## src/rtl/pmu_tx_pkg.sv

```systemverilog
// Shared definitions for the PMU serial configuration port: FSM states and frame patterns.
// Used by the host transmitter, the PMU receiver and benches.
package pmu_tx_pkg;

  localparam int unsigned HDR_LEN = 12;
  localparam int unsigned FTR_LEN = 5;
  // Wide enough for the header, footer and any NOP gap up to 256 cycles.
  localparam int unsigned CNT_W   = 8;

  // Bit 0 of each pattern goes on the wire first.
  localparam logic [HDR_LEN-1:0] TMS_HDR = 12'b011000000110;
  localparam logic [HDR_LEN-1:0] TDI_HDR = 12'b001101100000;
  localparam logic [FTR_LEN-1:0] TMS_FTR = 5'b11111;

  typedef enum logic [2:0] {
    StIdle,
    StHeader,
    StPayload,
    StNop,
    StFooter
  } tx_state_e;

endpackage

```

## src/rtl/pmu_tx_shifter.sv

```systemverilog
// Payload word register: parallel load, LSB-first serial out, bit counter and last-bit flag.
// With PMU_TX_TDO_CAPTURE_EN defined it also collects td_i into rx_word_o, LSB-first.
module pmu_tx_shifter #(
  parameter int unsigned WORD_W = 32
) (
  input  logic              clk_i,
  input  logic              rst_i,
  input  logic              load_i,
  input  logic [WORD_W-1:0] data_i,
  input  logic              shift_i,
`ifdef PMU_TX_TDO_CAPTURE_EN
  input  logic              cap_en_i,
  input  logic              td_i,
  output logic [WORD_W-1:0] rx_word_o,
  output logic              rx_valid_o,
`endif
  output logic              bit_next_o,
  output logic              bit_last_o
);

  localparam int unsigned      BIT_W    = $clog2(WORD_W);
  localparam logic [BIT_W-1:0] BIT_LAST = BIT_W'(WORD_W - 1);

  logic [WORD_W-1:0] shreg_q, shreg_d;
  logic [BIT_W-1:0]  cnt_q, cnt_d;

  always_comb begin
    shreg_d = shreg_q;
    cnt_d   = cnt_q;
    if (load_i) begin
      shreg_d = data_i;
      cnt_d   = '0;
    end else if (shift_i) begin
      shreg_d = shreg_q >> 1;
      cnt_d   = cnt_q + BIT_W'(1);
    end
  end

  always_ff @(posedge clk_i or posedge rst_i) begin
    if (rst_i) begin
      shreg_q <= '0;
      cnt_q   <= '0;
    end else begin
      shreg_q <= shreg_d;
      cnt_q   <= cnt_d;
    end
  end

  // Bit that will be on the wire next cycle, so the caller can register it.
  assign bit_next_o = shreg_d[0];
  assign bit_last_o = (cnt_q == BIT_LAST);

`ifdef PMU_TX_TDO_CAPTURE_EN
  logic [WORD_W-1:0] rx_sh_q;
  logic [WORD_W-1:0] rx_word_q;
  logic              rx_valid_q;

  always_ff @(posedge clk_i or posedge rst_i) begin
    if (rst_i) begin
      rx_sh_q    <= '0;
      rx_word_q  <= '0;
      rx_valid_q <= 1'b0;
    end else begin
      rx_valid_q <= 1'b0;
      if (cap_en_i) begin
        rx_sh_q <= {td_i, rx_sh_q[WORD_W-1:1]};
        if (bit_last_o) begin
          rx_word_q  <= {td_i, rx_sh_q[WORD_W-1:1]};
          rx_valid_q <= 1'b1;
        end
      end
    end
  end

  assign rx_word_o  = rx_word_q;
  assign rx_valid_o = rx_valid_q;
`endif

endmodule

```

## src/rtl/pmu_jtag_stream_tx.sv

```systemverilog
// Host-side PMU configuration transmitter: frames valid/ready payload words into a TMS/TDI stream.
// Optional TDO capture half enabled by defining PMU_TX_TDO_CAPTURE_EN.
module pmu_jtag_stream_tx #(
  parameter int unsigned WORD_W     = 32,
  parameter int unsigned NOP_CYCLES = 18
) (
  input  logic              clk_i,
  input  logic              rst_i,
  input  logic [WORD_W-1:0] word_i,
  input  logic              word_valid_i,
  input  logic              word_last_i,
  output logic              word_ready_o,
  input  logic              abort_i,
`ifdef PMU_TX_TDO_CAPTURE_EN
  input  logic              td_i,
  output logic [WORD_W-1:0] rx_word_o,
  output logic              rx_valid_o,
`endif
  output logic              tms_o,
  output logic              tdi_o,
  output logic              tck_en_o,
  output logic              busy_o,
  output logic              done_o
);

  import pmu_tx_pkg::*;

  localparam logic [CNT_W-1:0] HDR_LAST = CNT_W'(HDR_LEN - 1);
  localparam logic [CNT_W-1:0] FTR_LAST = CNT_W'(FTR_LEN - 1);
  localparam logic [CNT_W-1:0] NOP_LAST = CNT_W'((NOP_CYCLES == 0) ? 0 : NOP_CYCLES - 1);

  tx_state_e        state_q, state_d;
  logic [CNT_W-1:0] cnt_q, cnt_d;
  logic             wait_q, wait_d;   // payload underflow stall
  logic             last_q, last_d;   // word in the shifter closes the frame
  logic             done_q, done_d;
  logic             tms_q, tms_d;
  logic             tdi_q, tdi_d;
  logic             tck_en_q, tck_en_d;
  logic             busy_q, busy_d;

  logic accept;
  logic shift;
  logic bit_next;
  logic bit_last;

  // Abort wins over a word offered in the same cycle.
  assign word_ready_o = (state_q == StIdle) ||
                        ((state_q == StPayload) && !abort_i && (wait_q || (bit_last && !last_q)));
  assign accept       = word_valid_i && word_ready_o;
  assign shift        = (state_q == StPayload) && !wait_q && !bit_last;

`ifdef PMU_TX_TDO_CAPTURE_EN
  logic cap_en;
  assign cap_en = (state_q == StPayload) && !wait_q;
`endif

  pmu_tx_shifter #(
    .WORD_W(WORD_W)
  ) u_shifter (
    .clk_i     (clk_i),
    .rst_i     (rst_i),
    .load_i    (accept),
    .data_i    (word_i),
    .shift_i   (shift),
`ifdef PMU_TX_TDO_CAPTURE_EN
    .cap_en_i  (cap_en),
    .td_i      (td_i),
    .rx_word_o (rx_word_o),
    .rx_valid_o(rx_valid_o),
`endif
    .bit_next_o(bit_next),
    .bit_last_o(bit_last)
  );

  always_ff @(posedge clk_i or posedge rst_i) begin
    if (rst_i) begin
      state_q  <= StIdle;
      cnt_q    <= '0;
      wait_q   <= 1'b0;
      last_q   <= 1'b0;
      done_q   <= 1'b0;
      tms_q    <= 1'b0;
      tdi_q    <= 1'b0;
      tck_en_q <= 1'b0;
      busy_q   <= 1'b0;
    end else begin
      state_q  <= state_d;
      cnt_q    <= cnt_d;
      wait_q   <= wait_d;
      last_q   <= last_d;
      done_q   <= done_d;
      tms_q    <= tms_d;
      tdi_q    <= tdi_d;
      tck_en_q <= tck_en_d;
      busy_q   <= busy_d;
    end
  end

  always_comb begin
    state_d = state_q;
    cnt_d   = cnt_q;
    wait_d  = wait_q;
    last_d  = accept ? word_last_i : last_q;
    done_d  = 1'b0;
    case (state_q)
      StIdle: begin
        if (accept) begin
          state_d = StHeader;
          cnt_d   = '0;
        end
      end
      StHeader: begin
        if (abort_i) begin
          state_d = StFooter;
          cnt_d   = '0;
        end else if (cnt_q == HDR_LAST) begin
          state_d = StPayload;
          wait_d  = 1'b0;
        end else begin
          cnt_d = cnt_q + CNT_W'(1);
        end
      end
      StPayload: begin
        if (abort_i) begin
          state_d = StFooter;
          cnt_d   = '0;
          wait_d  = 1'b0;
        end else if (wait_q) begin
          wait_d = !accept;
        end else if (bit_last) begin
          if (last_q) begin
            state_d = (NOP_CYCLES == 0) ? StFooter : StNop;
            cnt_d   = '0;
          end else begin
            wait_d = !accept;
          end
        end
      end
      StNop: begin
        if (abort_i || (cnt_q == NOP_LAST)) begin
          state_d = StFooter;
          cnt_d   = '0;
        end else begin
          cnt_d = cnt_q + CNT_W'(1);
        end
      end
      StFooter: begin
        if (cnt_q == FTR_LAST) begin
          state_d = StIdle;
          cnt_d   = '0;
          done_d  = 1'b1;
        end else begin
          cnt_d = cnt_q + CNT_W'(1);
        end
      end
      default: begin
        state_d = StIdle;
        cnt_d   = '0;
        wait_d  = 1'b0;
      end
    endcase
  end

  // Outputs are decoded from the next state so the registered pins line up with state_q.
  always_comb begin
    tms_d    = 1'b0;
    tdi_d    = 1'b0;
    tck_en_d = 1'b0;
    busy_d   = (state_d != StIdle);
    case (state_d)
      StHeader: begin
        tms_d    = TMS_HDR[cnt_d[3:0]];
        tdi_d    = TDI_HDR[cnt_d[3:0]];
        tck_en_d = 1'b1;
      end
      StPayload: begin
        tdi_d    = !wait_d && bit_next;
        tck_en_d = !wait_d;
      end
      StNop: begin
        tck_en_d = 1'b1;
      end
      StFooter: begin
        tms_d    = TMS_FTR[cnt_d[2:0]];
        tck_en_d = 1'b1;
      end
      default: begin
        tck_en_d = 1'b0;
      end
    endcase
  end

  assign tms_o    = tms_q;
  assign tdi_o    = tdi_q;
  assign tck_en_o = tck_en_q;
  assign busy_o   = busy_q;
  assign done_o   = done_q;

endmodule
```

## config.mk

```make
export PLATFORM = sky130hd
export DESIGN_NAME = pmu_jtag_stream_tx
export DESIGN_NICKNAME = d
export VERILOG_FILES = /design/src/rtl/pmu_tx_pkg.sv /design/src/rtl/pmu_tx_shifter.sv /design/src/rtl/pmu_jtag_stream_tx.sv
export SDC_FILE = /design/constraint.sdc
export NUM_CORES = 1
export LEC_CHECK = 0
export BUFFER_PORTS_ARGS = -buffer_cell sky130_fd_sc_hd__clkbuf_2
export CAP_MARGIN = 30
export CORE_MARGIN = 3
export CORE_UTILIZATION = 53
export CTS_BUF_LIST = sky130_fd_sc_hd__clkbuf_4 sky130_fd_sc_hd__clkbuf_8
export DETAILED_ROUTE_END_ITERATION = 8
export HOLD_SLACK_MARGIN = 0.12
export PLACE_DENSITY = 0.89
export SLEW_MARGIN = 20
export SYNTH_ARGS = -nofsm -noshare
export SYNTH_HDL_FRONTEND = slang
export SYNTH_HIERARCHICAL = 1
export SYNTH_SLANG_ARGS = --single-unit
```

## constraint.sdc

```tcl
create_clock -name clk_i -period 2.5 [get_ports clk_i]
set_input_delay 0.5 -clock clk_i [delete_from_list [all_inputs] [get_ports clk_i]]
set_output_delay 0.5 -clock clk_i [all_outputs]
set_load 0.05 [all_outputs]
```

## Yosys cells after proc, flatten, opt, wreduce, memory -nomap -nowiden

Memory sizes are Yosys's and may differ from the RTL's.
Cells that the tools add are included.

| storage, ports and cells | value |
|---|---|
| memory bits (read-only) | 40 |
| memories kept | 3 |
| input bits | 37 |
| flip-flop bits (word level) | 55 |
| output and inout bits | 6 |
| word-level logic and storage cells | 98 |

Memories:

| name | words | width | read ports | clocked after memory_dff | wr ports | line | source |
|---|---|---|---|---|---|---|---|
| (name not given) | 16 | 1 | 1 | 0 | 0 | pmu_jtag_stream_tx.sv:174 | `tdi_d = TDI_HDR[cnt_d[3:0]];` |
| (name not given) | 16 | 1 | 1 | 0 | 0 | pmu_jtag_stream_tx.sv:173 | `tms_d = TMS_HDR[cnt_d[3:0]];` |
| (name not given) | 8 | 1 | 1 | 0 | 0 | pmu_jtag_stream_tx.sv:185 | `tms_d = TMS_FTR[cnt_d[2:0]];` |

| cells by class | value |
|---|---|
| muxes and demuxes | 39 |
| equality and inequality tests | 17 |
| reduce and logical (&&, ||, !) cells | 22 |
| $add $sub $neg | 2 |
| magnitude comparators | 2 |

Operators with widths:

| cell | count |
|---|---|
| 8-bit 2-to-1 mux | 9 |
| 32-bit 2-to-1 mux | 2 |
| 8-bit case mux with 5 select lines | 1 |
| 3-bit 2-to-1 mux | 9 |
| 3-bit case mux with 5 select lines | 1 |
| 3-bit by 2-bit == test with 1-bit output, second input constant | 4 |
| 3-bit inequality test, second input constant | 4 |
| 1-bit 2-to-1 mux | 11 |
| 5-bit 2-to-1 mux | 2 |
| 8-bit by 1-bit adder with 8-bit output, second input constant | 1 |
| 8-bit by 3-bit == test with 1-bit output, second input constant | 1 |
| 8-bit by 4-bit == test with 1-bit output, second input constant | 1 |
| 8-bit by 5-bit == test with 1-bit output, second input constant | 1 |
| 1-bit logical AND | 7 |
| 3-bit by 1-bit == test with 1-bit output, second input constant | 2 |
| 3-bit == test, second input constant | 2 |
| 1-bit logical NOT | 6 |
| 1-bit case mux with 2 select lines | 3 |
| 3-bit OR reduction | 2 |
| 5-bit by 1-bit adder with 5-bit output, second input constant | 1 |
| 5-bit == test, second input constant | 1 |
| 4-bit by 5-bit less-than comparator with 1-bit output, second input constant | 1 |
| 5-bit AND reduction | 1 |
| 3-bit by 4-bit less-than comparator with 1-bit output, second input constant | 1 |
| 6 further kinds | 8 |

## Depth between registers and ports, before layout

| logic depth | value |
|---|---|
| depth after elaboration | 15 |
| gate-level depth with buffers | 13 |
| depth with buffers taken out | 11 |

## Cells and area by module

The synthesis kept the hierarchy.

By module, submodules not included:

| module | area each (um^2) | instances | sequential area each (um^2) | cells an instance |
|---|---|---|---|---|
| pmu_tx_shifter | 1,730.4 | 1 | 925.9 | 161 |
| pmu_jtag_stream_tx | 1,209.9 | 1 | 450.4 | 135 |

## Worst setup path before layout

No wires, ideal clock.

| timing path | value |
|---|---|
| kind | reg2reg |
| from | register state_q[2] |
| to | register tdi_q, in the netlist tdi_o |
| period minus slack after synthesis | 3.006 ns |
| library setup time | 0.130 ns |
| data arrival time | 2.876 ns |
| stages on the path, launching flop included | 9 |
| buffers on the path | 3 |
| path slack | -0.506 ns |
| data required time | 2.370 ns |
| path through | dfrtp_1 clkbuf_1 o31ai_1 and2_1 buf_2 clkbuf_1 o21ai_1 a32oi_1 o21ai_0 |

| between the ends | value |
|---|---|
| elaborated cells between the ends (all ways) | 39 |
| classes of those cells | eq/ne: 6; mux: 21; reduce/logical: 11; memory: 1 |

RTL lines:

| item | line | source |
|---|---|---|
| start: declaration | pmu_jtag_stream_tx.sv:32 | `tx_state_e state_q, state_d;` |
| start signal: assignment | pmu_jtag_stream_tx.sv:78 | `state_q <= StIdle;` |
| start signal: assignment | pmu_jtag_stream_tx.sv:88 | `state_q <= state_d;` |
| 3-bit by 2-bit == test with 1-bit output | pmu_jtag_stream_tx.sv:49 | `((state_q == StPayload) && !abort_i && (wait_q \|\| (bit_last && !last_q)));` |
| 1-bit logical AND (2 in a row) | pmu_jtag_stream_tx.sv:49 |  |
| 1-bit logical OR (*) | pmu_jtag_stream_tx.sv:48 | `assign word_ready_o = (state_q == StIdle) \|\|` |
| net word_ready_o | pmu_jtag_stream_tx.sv:12 | `output logic word_ready_o,` |
| 1-bit logical AND (*) | pmu_jtag_stream_tx.sv:50 | `assign accept = word_valid_i && word_ready_o;` |
| net accept | pmu_jtag_stream_tx.sv:42 | `logic accept;` |
| 32-bit 2-to-1 mux (*) | pmu_tx_shifter.sv:30 | `if (load_i) begin` |
| net bit_next | pmu_jtag_stream_tx.sv:44 | `logic bit_next;` |
| 1-bit logical AND (*) | pmu_jtag_stream_tx.sv:178 | `tdi_d = !wait_d && bit_next;` |
| 1-bit case mux with 2 select lines (*) | pmu_jtag_stream_tx.sv:171 | `case (state_d)` |
| net tdi_d | pmu_jtag_stream_tx.sv:38 | `logic tdi_q, tdi_d;` |
| end signal: assignment | pmu_jtag_stream_tx.sv:94 | `tdi_q <= tdi_d;` |
| end: declaration | pmu_jtag_stream_tx.sv:38 |  |

Mark *: on every way through the listed nets, which the timed path passes. The rest lies on a longest branch. The select of a mux whose other input is x is not followed.
A chain may end at the register's enable or synchronous reset.

## Worst setup path after layout

| timing path | value |
|---|---|
| from | register u_shifter.cnt_q[1] |
| to | output word_ready_o |

| between the ends | value |
|---|---|
| longest elaborated chain between the ends | 5 |

Ends and longest elaborated chain:

| item | line | source |
|---|---|---|
| start: declaration | pmu_tx_shifter.sv:25 | `logic [BIT_W-1:0] cnt_q, cnt_d;` |
| start signal: assignment | pmu_tx_shifter.sv:45 | `cnt_q <= cnt_d;` |
| 5-bit == test | pmu_tx_shifter.sv:51 | `assign bit_last_o = (cnt_q == BIT_LAST);` |
| net bit_last | pmu_jtag_stream_tx.sv:45 | `logic bit_last;` |
| 1-bit logical AND | pmu_jtag_stream_tx.sv:49 |  |
| 1-bit logical OR | pmu_jtag_stream_tx.sv:49 |  |
| 1-bit logical AND | pmu_jtag_stream_tx.sv:49 |  |
| 1-bit logical OR | pmu_jtag_stream_tx.sv:48 |  |
| end: declaration | pmu_jtag_stream_tx.sv:12 |  |

The timed path passes the listed nets, and every way through them passes these cells.

==> Implementation_results.wiki <==
{| class="wikitable"
! Metric !! Value
|-
| Nets in the synthesized netlist || 338
|-
| I/O pins || 43
|-
| Layout cells sized above 1 || 0.249
|-
| Final setup vio count || 0
|-
| Fin util || 0.655
|-
| Antenna viol nets, final || 0
|-
| Total congestion overflow after global routing || 0
|-
| Min-delay worst type || in -> async
|-
| Final hold vios || 0
|-
| Syn. warnings || 6
|-
| Worst-case vdd ir drop || ~0.65 mV
|-
| Post-route cell area || roughly 3400 µm²
|-
| Number of levels in the clock H-tree || 2
|-
| Number of distinct library cell variants in the gate-level netlist after synthesis || 52
|-
| Leakage power of the design || 1.51 nW
|-
| Min cycle time layout || approximately 2.4 ns
|-
| Port Buf Inserts || 42
|-
| Number of instances in the synthesized netlist || approximately 300
|-
| Starting density of the core || 0.561
|-
| Data arrival at the endpoint of the critical path || ~1.9 ns
|-
| Clock root buffer || sky130_fd_sc_hd__clkbuf_8
|-
| Area of the die || about 6500 µm²
|-
| Number of max-cap violations || 0
|-
| Insertion delay of the later-clocked pin in the worst-skew pair || ~0.32 ns
|-
| Most used standard cell by instance count after synthesis || sky130_fd_sc_hd__dfrtp_1
|-
| Total routed wirelength || 6.37 mm
|-
| Delay of the slowest cell on the worst path || just over 0.4 ns
|-
| Floorplan die width || between 80 and 90 µm
|-
| Fill count || 394
|-
| Gpl congestion || between 0.8 and 0.9
|-
| Half-perimeter wire length after placement || 4.50 mm
|-
| Number of register bits inferred by synthesis || 55
|-
| Floorplan core area || ~5200 µm²
|-
| Die Ht || just over 80 µm
|-
| Number of violations reported at the end of detailed-routing iteration 0 || approximately 220
|-
| Most used flip-flop cell after synthesis || sky130_fd_sc_hd__dfrtp_1
|-
| Detailed-route vias per instance || 5.78
|-
| Syn_area_per_cell || between 9 and 10 µm²
|-
| Synth top area cells || sky130_fd_sc_hd__dfrtp_1 47%, sky130_fd_sc_hd__mux2i_1 12%, sky130_fd_sc_hd__nand2_1 5.1%, sky130_fd_sc_hd__o21ai_1 4.8%, sky130_fd_sc_hd__o21ai_0 2.7%
|-
| Clock tree from TritonCTS || done
|-
| Drt pass-1 iters || 5
|-
| Post-route DRC violation count || 0
|-
| Post-layout net count || slightly below 400
|-
| GRT Total Usage || 0.209
|-
| Largest net degree at the start of global routing || 61
|-
| Worst relative slew slack || 0.520
|-
| Cell-by-cell trace of the critical path || ha_2, and3_1, ha_1, nor2b_2, o21ai_2, o31ai_4, buf_8
|-
| Area share of the largest cell type after synthesis || 0.468
|-
| Peak fanout along the critical path || 3
|-
| Most common library cells after synthesis || 55 x sky130_fd_sc_hd__dfrtp_1, 40 x sky130_fd_sc_hd__nand2_1, 35 x sky130_fd_sc_hd__mux2i_1, 28 x sky130_fd_sc_hd__o21ai_1, 16 x sky130_fd_sc_hd__o21ai_0
|-
| Clock Path Buffers || 2
|-
| Vias after detailed routing || 2398
|-
| Setup_tns || 0 ns
|-
| Sequential element share of the synthesized area || 0.468
|-
| Fin crit share || 0.970
|-
| Slowest-stage cell, CP || sky130_fd_sc_hd__dfrtp_1
|-
| Critical path startpoint category || flip-flop
|-
| Worst setup EP type || output pin
|-
| Transition time at the pin with the least slew margin || 0.719 ns
|-
| Power Density || ~940 nW/µm²
|-
| Per-cell routed wire length || 15.4 µm
|-
| Unrepaired setup endpoints after global routing || no
|-
| Asr flop ratio synth || 1.00
|-
| Layout area overhead || 16.7%
|-
| Result of the run || complete, no violations
|-
| Antenna Cells || 0
|-
| CTS buffer count || 5
|-
| Syn Std Cell Area || between 2000 and 3000 µm²
|-
| Clock skew after layout || slightly below 0.009 ns
|-
| Pins over their slew limit || 0
|-
| Sink count of the clock tree || 55
|-
| Site row count || 26
|-
| Max Freq || between 400 and 500 MHz
|-
| Placed Instance Area || about 3300 µm²
|-
| Number of enable flip-flop cells after synthesis || 0
|-
| Critical path class || reg -> out
|-
| Data required time at the worst endpoint || 2.00 ns
|-
| First-pass GRT wire length || 10.4 mm
|-
| Number of antenna violations at the first check in global routing || 0
|-
| Clock slew at reported path FFs || roughly 0.1 ns
|-
| Post-synthesis cell type with the largest combined area || sky130_fd_sc_hd__dfrtp_1
|-
| Count of hold buffers inserted by post-cts repair || 0
|-
| Number of global-route vias before repair || ~2300
|}
==> registers in the layout, indices dropped and copies added (netlist names) <==
name and cells:
u_shifter/shreg_q 32, cnt_q 8, u_shifter/cnt_q 5, state_q 3
busy_o 1, done_o 1, last_q 1, tck_en_o 1
tdi_o 1, tms_o 1, wait_q 1
==> cell type report <==
class	count	area [µm²]	share of cell area
multi-input cells	211	1470	0.427
inverters	12	45.0	0.0131
clock inverters	3	27.5	0.00802
flip-flops and latches	55	1380	0.401
clock buffers	5	68.8	0.0201
well taps	70	87.6	0.0255
repair buffers	59	360	0.105
==> power by group <==
part	internal (W)	switching, W	total (W)
registers	0.00120	0.000176	0.00138
logic	0.000541	0.000792	0.00133
clock network	0.000208	0.000320	0.000529
total	0.00195	0.00129	0.00324
==> what timing repair did <==
| action | CTS | global route |
|---|---|---|
| setup buffers | 1 | 1 |
| gates cloned | 0 | 0 |
| resized for setup | 3 | 7 |
| setup endpoints to repair | 1 | 3 |
| pin swaps | 1 | 1 |
==> cells by family (layout without fill, tap and decap cells) <==
group           Yosys count  in the layout  synth area share
compound gates           75             75             0.162
xor+xnor                  3              3           0.00894
fa+ha+maj                 5              5            0.0213
buf+inv                  30             79            0.0545
flops                    55             55             0.468
mux                      37             37             0.127
simple gates             91             91             0.159
==> placed cells by master (no fill, tap or decap), types with 2 or more instances in the layout <==
master                     count
sky130_fd_sc_hd__o21ai_0      15
sky130_fd_sc_hd__o21ai_1      28
sky130_fd_sc_hd__o31ai_1       3
sky130_fd_sc_hd__mux2i_1      35
sky130_fd_sc_hd__nor4_2        2
sky130_fd_sc_hd__a31oi_1       4
sky130_fd_sc_hd__nor4_1        3
sky130_fd_sc_hd__nand2b_1      5
sky130_fd_sc_hd__a21oi_1       6
sky130_fd_sc_hd__nand3b_1      2
sky130_fd_sc_hd__buf_4        16
sky130_fd_sc_hd__nand2_1      40
sky130_fd_sc_hd__inv_1        12
sky130_fd_sc_hd__clkbuf_8      5
sky130_fd_sc_hd__and3_1        4
sky130_fd_sc_hd__and2_1        2
sky130_fd_sc_hd__clkbuf_2     41
sky130_fd_sc_hd__nor2_1       10
sky130_fd_sc_hd__xnor2_1       2
sky130_fd_sc_hd__nor3_1        5
sky130_fd_sc_hd__nand3_1       3
sky130_fd_sc_hd__a32oi_1       2
sky130_fd_sc_hd__ha_1          4
sky130_fd_sc_hd__dfrtp_1      55
sky130_fd_sc_hd__or4_1         2
sky130_fd_sc_hd__nor2b_1       2
==> through the flow <==
step / setup slack, ns / power (W) / instances / hold slack [ns]
2_1_floorplan: 0.00240 / 0.00229 / 296 / 0.439
3_3_place_gp: 0.166 / 0.00259 / 405 / 0.485
3_5_place_dp: 0.0794 / 0.00266 / 405 / 0.491
4_1_cts: 0.0312 / 0.00322 / 414 / 0.263
5_1_grt: 0.00850 / 0.00347 / 415 / 0.311
6_report: 0.0740 / 0.00324 / 415 / 0.251
==> final timing paths <==
| path | start | to | slack [ns] | depth (start not counted) |
|---|---|---|---|---|
| hold reg to reg | cnt_q[7] | cnt_q[7] | 0.51 | 1 |
| hold / removal | rst_i | u_shifter/cnt_q[3] | 0.25 | 3 |
| setup / recovery | u_shifter/cnt_q[1] | word_ready_o | 0.07 | 7 |
| max in group asynchronous | rst_i | busy_o | 1.77 | 2 |
| setup reg to reg | cnt_q[4] | tms_o | 0.10 | 6 |
| min in group clk_i | word_i[9] | u_shifter/shreg_q[9] | 0.38 | 3 |
==> routing by layer <==
layer | track usage | wire (µm) | vias to the layer above
li1 | - | - | 1154
met1 | 0.286 | 2880 | 1136
met2 | 0.320 | 2930 | 91
met3 | 0.0549 | 430 | 17
met4 | 0.0743 | 131 | 0
met5 | 0 | 0 | -
==> worst max-delay path: cells and delay by family (launching register included) <==
family | cells | cell delay [ns]
buffers and inverters | 1 | 0.16
AOI/OAI and AO/OA | 2 | 0.29
and+or+nand+nor | 2 | 0.34
adders and majority gates | 2 | 0.40
DFF | 1 | 0.41
Power figures use the tool's default switching activity.
